## src/rtl/adpcm_pkg.sv

```systemverilog
// Shared ADPCM constants: zero-predictor tap count, output scaling shift,
// coefficient/delay-line address width and the FILTEZ state encoding.
package adpcm_pkg;

    localparam int N_TAPS    = 6;
    localparam int SZL_SHIFT = 14;
    localparam int ADDR_W    = 3;
    localparam int DATA_W    = 32;

    typedef enum logic [3:0] {
        ST_IDLE  = 4'b0001,
        ST_FETCH = 4'b0010,
        ST_LAST  = 4'b0100,
        ST_DONE  = 4'b1000
    } state_t;

endpackage

```

## src/rtl/filtez_mac.sv

```systemverilog
// Signed 32x32 multiply-accumulate into a wrapping ACC_W-bit accumulator.
// clr has priority over en; sum exposes the value the next enabled edge would load.
module filtez_mac
    import adpcm_pkg::*;
#(
    parameter int ACC_W = 64
) (
    input  logic                     ap_clk,
    input  logic                     ap_rst_n,
    input  logic                     clr,
    input  logic                     en,
    input  logic signed [DATA_W-1:0] a,
    input  logic signed [DATA_W-1:0] b,
    output logic signed [ACC_W-1:0]  sum
);

    logic signed [ACC_W-1:0]    acc;
    logic signed [2*DATA_W-1:0] a_ext;
    logic signed [2*DATA_W-1:0] b_ext;
    logic signed [2*DATA_W-1:0] prod;

    // The low 64 bits of a 64x64 product of sign-extended operands equal the full 32x32 product.
    always_comb begin
        a_ext = {{DATA_W{a[DATA_W-1]}}, a};
        b_ext = {{DATA_W{b[DATA_W-1]}}, b};
        prod  = a_ext * b_ext;
        sum   = acc + ACC_W'(prod);
    end

    // NOTE: sequential state uses non-blocking assignments so every register samples pre-edge values.
    always_ff @(posedge ap_clk or negedge ap_rst_n) begin
        if (!ap_rst_n) begin
            acc <= '0;
        end else if (clr) begin
            acc <= '0;
        end else if (en) begin
            acc <= sum;
        end
    end

endmodule

```

## src/rtl/filtez.sv

```systemverilog
// ADPCM zero-predictor: szl = (sum of bli[i]*dlti[i], i=0..5) >>> 14, read from two
// single-port ROM-style memories with one-cycle read latency.
module filtez
    import adpcm_pkg::*;
#(
    parameter int N_TAPS = adpcm_pkg::N_TAPS,
    parameter int ACC_W  = 64
) (
    input  logic              ap_clk,
    input  logic              ap_rst_n,
    input  logic              ap_start,
    output logic              ap_done,
    output logic              ap_idle,
    output logic              ap_ready,
    output logic [ADDR_W-1:0] bli_address0,
    output logic              bli_ce0,
    input  logic [DATA_W-1:0] bli_q0,
    output logic [ADDR_W-1:0] dlti_address0,
    output logic              dlti_ce0,
    input  logic [DATA_W-1:0] dlti_q0,
    output logic [DATA_W-1:0] ap_return
);

    state_t              state, state_d;
    logic [ADDR_W-1:0]   idx, idx_d;
    logic                mac_clr;
    logic                mac_en;
    logic                ret_load;
    logic                rd_en;
    logic [ADDR_W-1:0]   rd_addr;
    logic signed [ACC_W-1:0] mac_sum;

    filtez_mac #(
        .ACC_W (ACC_W)
    ) u_mac (
        .ap_clk   (ap_clk),
        .ap_rst_n (ap_rst_n),
        .clr      (mac_clr),
        .en       (mac_en),
        .a        (bli_q0),
        .b        (dlti_q0),
        .sum      (mac_sum)
    );

    always_ff @(posedge ap_clk or negedge ap_rst_n) begin
        if (!ap_rst_n) begin
            state <= ST_IDLE;
            idx   <= '0;
        end else begin
            state <= state_d;
            idx   <= idx_d;
        end
    end

    always_comb begin
        // NOTE: every output gets a default first so no path leaves a latch behind.
        state_d  = state;
        idx_d    = idx;
        mac_clr  = 1'b0;
        mac_en   = 1'b0;
        ret_load = 1'b0;
        rd_en    = 1'b0;
        rd_addr  = '0;
        ap_idle  = 1'b0;
        ap_done  = 1'b0;
        ap_ready = 1'b0;

        unique case (state)
            ST_IDLE: begin
                ap_idle = !ap_start;
                if (ap_start) begin
                    state_d = ST_FETCH;
                    idx_d   = '0;
                    mac_clr = 1'b1;
                end
            end
            ST_FETCH: begin
                // Read data trails the address by one cycle, so the first fetch has nothing to add.
                rd_en   = 1'b1;
                rd_addr = idx;
                mac_en  = (idx != '0);
                idx_d   = idx + 1'b1;
                if (idx == ADDR_W'(N_TAPS - 1)) begin
                    state_d = ST_LAST;
                end
            end
            ST_LAST: begin
                mac_en   = 1'b1;
                ret_load = 1'b1;
                state_d  = ST_DONE;
            end
            ST_DONE: begin
                ap_done  = 1'b1;
                ap_ready = 1'b1;
                state_d  = ST_IDLE;
            end
            default: begin
                state_d = ST_IDLE;
            end
        endcase
    end

    assign bli_ce0       = rd_en;
    assign dlti_ce0      = rd_en;
    assign bli_address0  = rd_addr;
    assign dlti_address0 = rd_addr;

    // The result is captured from the final sum on the edge entering DONE, so it is
    // already valid while ap_done is high and then holds until the next evaluation.
    always_ff @(posedge ap_clk or negedge ap_rst_n) begin
        if (!ap_rst_n) begin
            ap_return <= '0;
        end else if (ret_load) begin
            ap_return <= DATA_W'(mac_sum >>> SZL_SHIFT);
        end
    end

endmodule

```

## config.mk

```make
export PLATFORM = sky130hd
export DESIGN_NAME = filtez
export DESIGN_NICKNAME = d
export VERILOG_FILES = /design/src/rtl/adpcm_pkg.sv /design/src/rtl/filtez_mac.sv /design/src/rtl/filtez.sv
export SDC_FILE = /design/constraint.sdc
export NUM_CORES = 2
export LEC_CHECK = 0
export ABC_AREA = 1
export BUFFER_PORTS_ARGS = -buffer_cell sky130_fd_sc_hd__buf_4
export CORE_UTILIZATION = 30
export CTS_BUF_LIST = sky130_fd_sc_hd__clkbuf_8
export DETAILED_ROUTE_END_ITERATION = 7
export GPL_ROUTABILITY_DRIVEN = 0
export PLACE_DENSITY = 0.47
export SYNTH_ARGS = -nofsm -noshare
export SYNTH_HDL_FRONTEND = slang
export SYNTH_HIERARCHICAL = 1
export SYNTH_SLANG_ARGS = --single-unit
```

## constraint.sdc

```tcl
create_clock -name ap_clk -period 6.1 [get_ports ap_clk]
set_input_delay 0.915 -clock ap_clk [delete_from_list [all_inputs] [get_ports ap_clk]]
set_output_delay 0.915 -clock ap_clk [all_outputs]
set_load 0.02 [all_outputs]
```

[Word-level counts from Yosys, hierarchy flattened]
Index checks and enable logic that the tools add are counted.
Word-level totals
  input bits: 67
  word-level logic and storage cells: 35
  register bits: 103
Operators by class
  reductions and logical operators: 6
  eq/ne operators: 7
  multipliers: 1
  muxes and demuxes: 15
  add/sub/neg operators: 2
Operator list (count)
  64-bit 2-to-1 mux: 2
  64-bit adder: 1
  32-bit by 32-bit multiplier with 64-bit output: 1
  4-bit case mux with 3 select lines: 1
  4-bit 2-to-1 mux: 2
  1-bit 2-to-1 mux: 6
  3-bit 2-to-1 mux: 2
  3-bit case mux with 2 select lines: 1
  4-bit by 1-bit equality test with 1-bit output, second input constant: 1
  4-bit by 2-bit equality test with 1-bit output, second input constant: 1
  4-bit by 3-bit equality test with 1-bit output, second input constant: 1
  4-bit equality test, second input constant: 1
  2-bit != test, second input constant: 2
  2-bit AND reduction: 2
  2-bit nonzero test: 2
  3-bit by 1-bit adder with 3-bit output, second input constant: 1
  3-bit equality test, second input constant: 1
  3-bit nonzero test: 1
  1-bit case mux with 2 select lines: 1
  1-bit zero test: 1

[Longest topological paths before layout]
  word-level depth: 4
  mapped depth: 32

[Cells and area by module]
The synthesis kept the hierarchy.
Modules (own cells, without submodules)
  filtez_mac: cells each 5667, times used 1, area each 45033.2 µm²
  filtez: cells each 193, times used 1, area each 1674.1 µm²

[Worst setup path after synthesis]
No wires, ideal clock.
  path kind: in2reg
  start: input bli_q0[31]
  end: register ap_return[19]
  setup slack: -2.209 ns
  buffers on the path: 1
  setup time: 0.116 ns
  arrival time: 8.192 ns
  cell stages on the path: 30
  path through: clkbuf_1 > nand2_1 > inv_1 > fa_1 > inv_1 > fa_1 > inv_1 > fa_1 > inv_1 > fa_1 > inv_1 > fa_1 > fa_1 > fa_1 > inv_1 > fa_1 > inv_1 > ha_1 > nand2_1 > inv_1 > a21oi_1 > nand2_1 > inv_1 > nand2_1 > inv_1 > nand2_1 > or2_2 > and2_1 > nand2_1 > nand2_1
Between the ends
  longest elaborated chain between the ends: 2
RTL lines
  from (decl): line filtez.sv:17  | input logic [DATA_W-1:0] bli_q0,
  32-bit by 32-bit multiplier with 64-bit output: line filtez_mac.sv:26  | prod = a_ext * b_ext;
  64-bit adder: line filtez_mac.sv:27  | sum = acc + ACC_W'(prod);
  net mac_sum[33]: line filtez.sv:31  | logic signed [ACC_W-1:0] mac_sum;
  to (signal assigned): line filtez.sv:114  | ap_return <= DATA_W'(mac_sum >>> SZL_SHIFT);
  to (decl): line filtez.sv:21  | output logic [DATA_W-1:0] ap_return
The timed path passes the listed nets, and every way through them passes these cells.
A chain may end at the register's enable or synchronous reset.

[Worst setup path in the final report]
  start: input dlti_q0[31]
  end: register ap_return[28]
Between the ends
  longest elaborated chain between the ends: 2
RTL lines
  from (decl): line filtez.sv:20  | input logic [DATA_W-1:0] dlti_q0,
  32-bit by 32-bit multiplier with 64-bit output: line filtez_mac.sv:26
  64-bit adder: line filtez_mac.sv:27
  net mac_sum[42]: line filtez.sv:31
The timed path passes the listed nets, and every way through them passes these cells.

==> results.cfg <==
[run_status]
status = finished, violations left
violations = setup timing

[routing]
wl_um = 111400
detail-route-antenna-nets = 0
via_per_inst = 4.285
drc = 0
first_pass_iters = 7
first_iter_violations = 1526
num_vias = 27120
routedWlPerCell_um = 17.61

[synthesis]
postSynthAreaPerCell_um2 = 7.888
synth_fp_nets = 5562
synth_area_um2 = 34970
syn_inst = 4433
yosysWarnings = 6

[clocking]
cts_made_buffers = 9
clk_pin_slew_ns = 0.10
cts.path.max_buffers = 2
cts_sinks = 85
clk_latency_ns = 0.41
cts_tree = done
cts_max_level = 3
cts-root-buf = clkbuf_8

[global_routing]
grtUsageTotal_pct = 19.45
grt.overflow.total = 0
grt_max_degree = 48
grt_pass1_vias = 29390
antenna_found_initial = 0
grt_pass1_wl_um = 174200

[worst_hold_path]
hold_depth = 2
hold_class = reg2reg

[layout]
diodes = 0
layout_commonest_cell = inv_1
drive_gt1_share_pct = 26.26
areaGrowthSynthToFinish_pct = 30.31
nets = 5942
layout_common_cells = inv_1, nand2_1, fa_1, buf_4, nand2_2

[timing]
worst_pin_slew_ns = 0.8062
hold_slack_ns = 0.4922
drv_slew = 0
setup-tns-final_ns = -36.74
skew_ns = 0.02277
setup_viol = 66
fin_crit_ns = 6.846
rsz0062_at_grt = yes
relSlewSlack_pct = 45.92
fin_crit_sh_pct = 112.2
finalHoldViolations = 0
max_freq_mhz = 146.1
worst_slack_ns = -0.7461

[floorplanning]
row_count = 124
design.portCount = 110
coreArea_um2 = 115000
start_util_pct = 30.42
dieArea_um2 = 117900
die_y_um = 343.4
fp.dieW_um = 343.4

[worst_setup_path]
ff2ff_path_depth = 26
critPathSlowestCell = fa_2
worstPathMaxFanout = 5
cp.required_ns = 6.40
worst-setup-path-type = in2reg
arrival_ns = 7.14
crit_path_max_incr_delay_ns = 0.59
crit_path_start_kind = input pin
crit_path_frequent_cell = fa_1
cp-end-kind = flop

[placed_design]
dp_hpwl_um = 93070
port_buffers = 109
place_ws_ns = -1.492

[flow_run]
max_cap_violations = 0
[what timing repair did]
item | CTS | global route
hold buffers | 0 | 0
setup buffers | 54 | 45
pin swaps | 220 | 221
gates resized for setup | 538 | 310
endpoints found under the setup margin | 68 | 68
cloned | 12 | 6
[final cells by class]
| class | count | area, um2 |
|---|---|---|
| tap | 1512 | 1892 |
| timing repair buffer | 583 | 6300 |
| multi-input combinational | 2637 | 29370 |
| sequential | 85 | 2128 |
| fill | 11650 | 69400 |
| clock buffer | 10 | 137.6 |
| clock inverter | 6 | 93.84 |
| inverter | 1497 | 5645 |
[per-stage QoR]
stage | cells | area (um2) | utilization (%)
2_1_floorplan | 4433 | 36590 | -
3_3_place_gp | 6203 | 40950 | 35.62
3_5_place_dp | 6203 | 40950 | 35.62
4_1_cts | 6284 | 44050 | 38.31
5_1_grt | 6330 | 45570 | 39.64
6_report | 6330 | 45570 | 39.64
[state kept, by name (all words and copies together) (netlist names)]
name,count
u_mac/acc,46
ap_return,32
state,4
idx,3
[final timing paths]
check                                          startpoint                         to  slack, ns
worst max-delay path                          dlti_q0[31]  ap_return[28]$_DFFE_PN0N_      -0.75
worst min-delay path            ap_return[16]$_DFFE_PN0N_  ap_return[16]$_DFFE_PN0N_       0.49
worst max register to register  u_mac/acc[29]$_DFFE_PN0P_  ap_return[29]$_DFFE_PN0N_      -0.40
worst min register to register  ap_return[16]$_DFFE_PN0N_  ap_return[16]$_DFFE_PN0N_       0.49
max in group asynchronous                        ap_rst_n  u_mac/acc[22]$_DFFE_PN0P_       4.43
min in group asynchronous                        ap_rst_n   ap_return[4]$_DFFE_PN0N_       0.50
[routing by layer]
layer	track usage, %	vias up	wire [um]
met2	30.25	505	50570
li1	-	12740	-
met3	2.321	69	4835
met5	0	-	0
met4	3.333	0	1760
met1	29.22	13810	54280
[critical path: cells and delay by family]
kind | cells | cell delay (ns)
buf+inv | 7 | 0.60
fa+ha+maj | 9 | 4.36
compound gates | 1 | 0.19
simple gates | 10 | 1.07
Power is not shown: default switching activity piles up to over one toggle a cycle in this logic, so the estimate is an artifact.
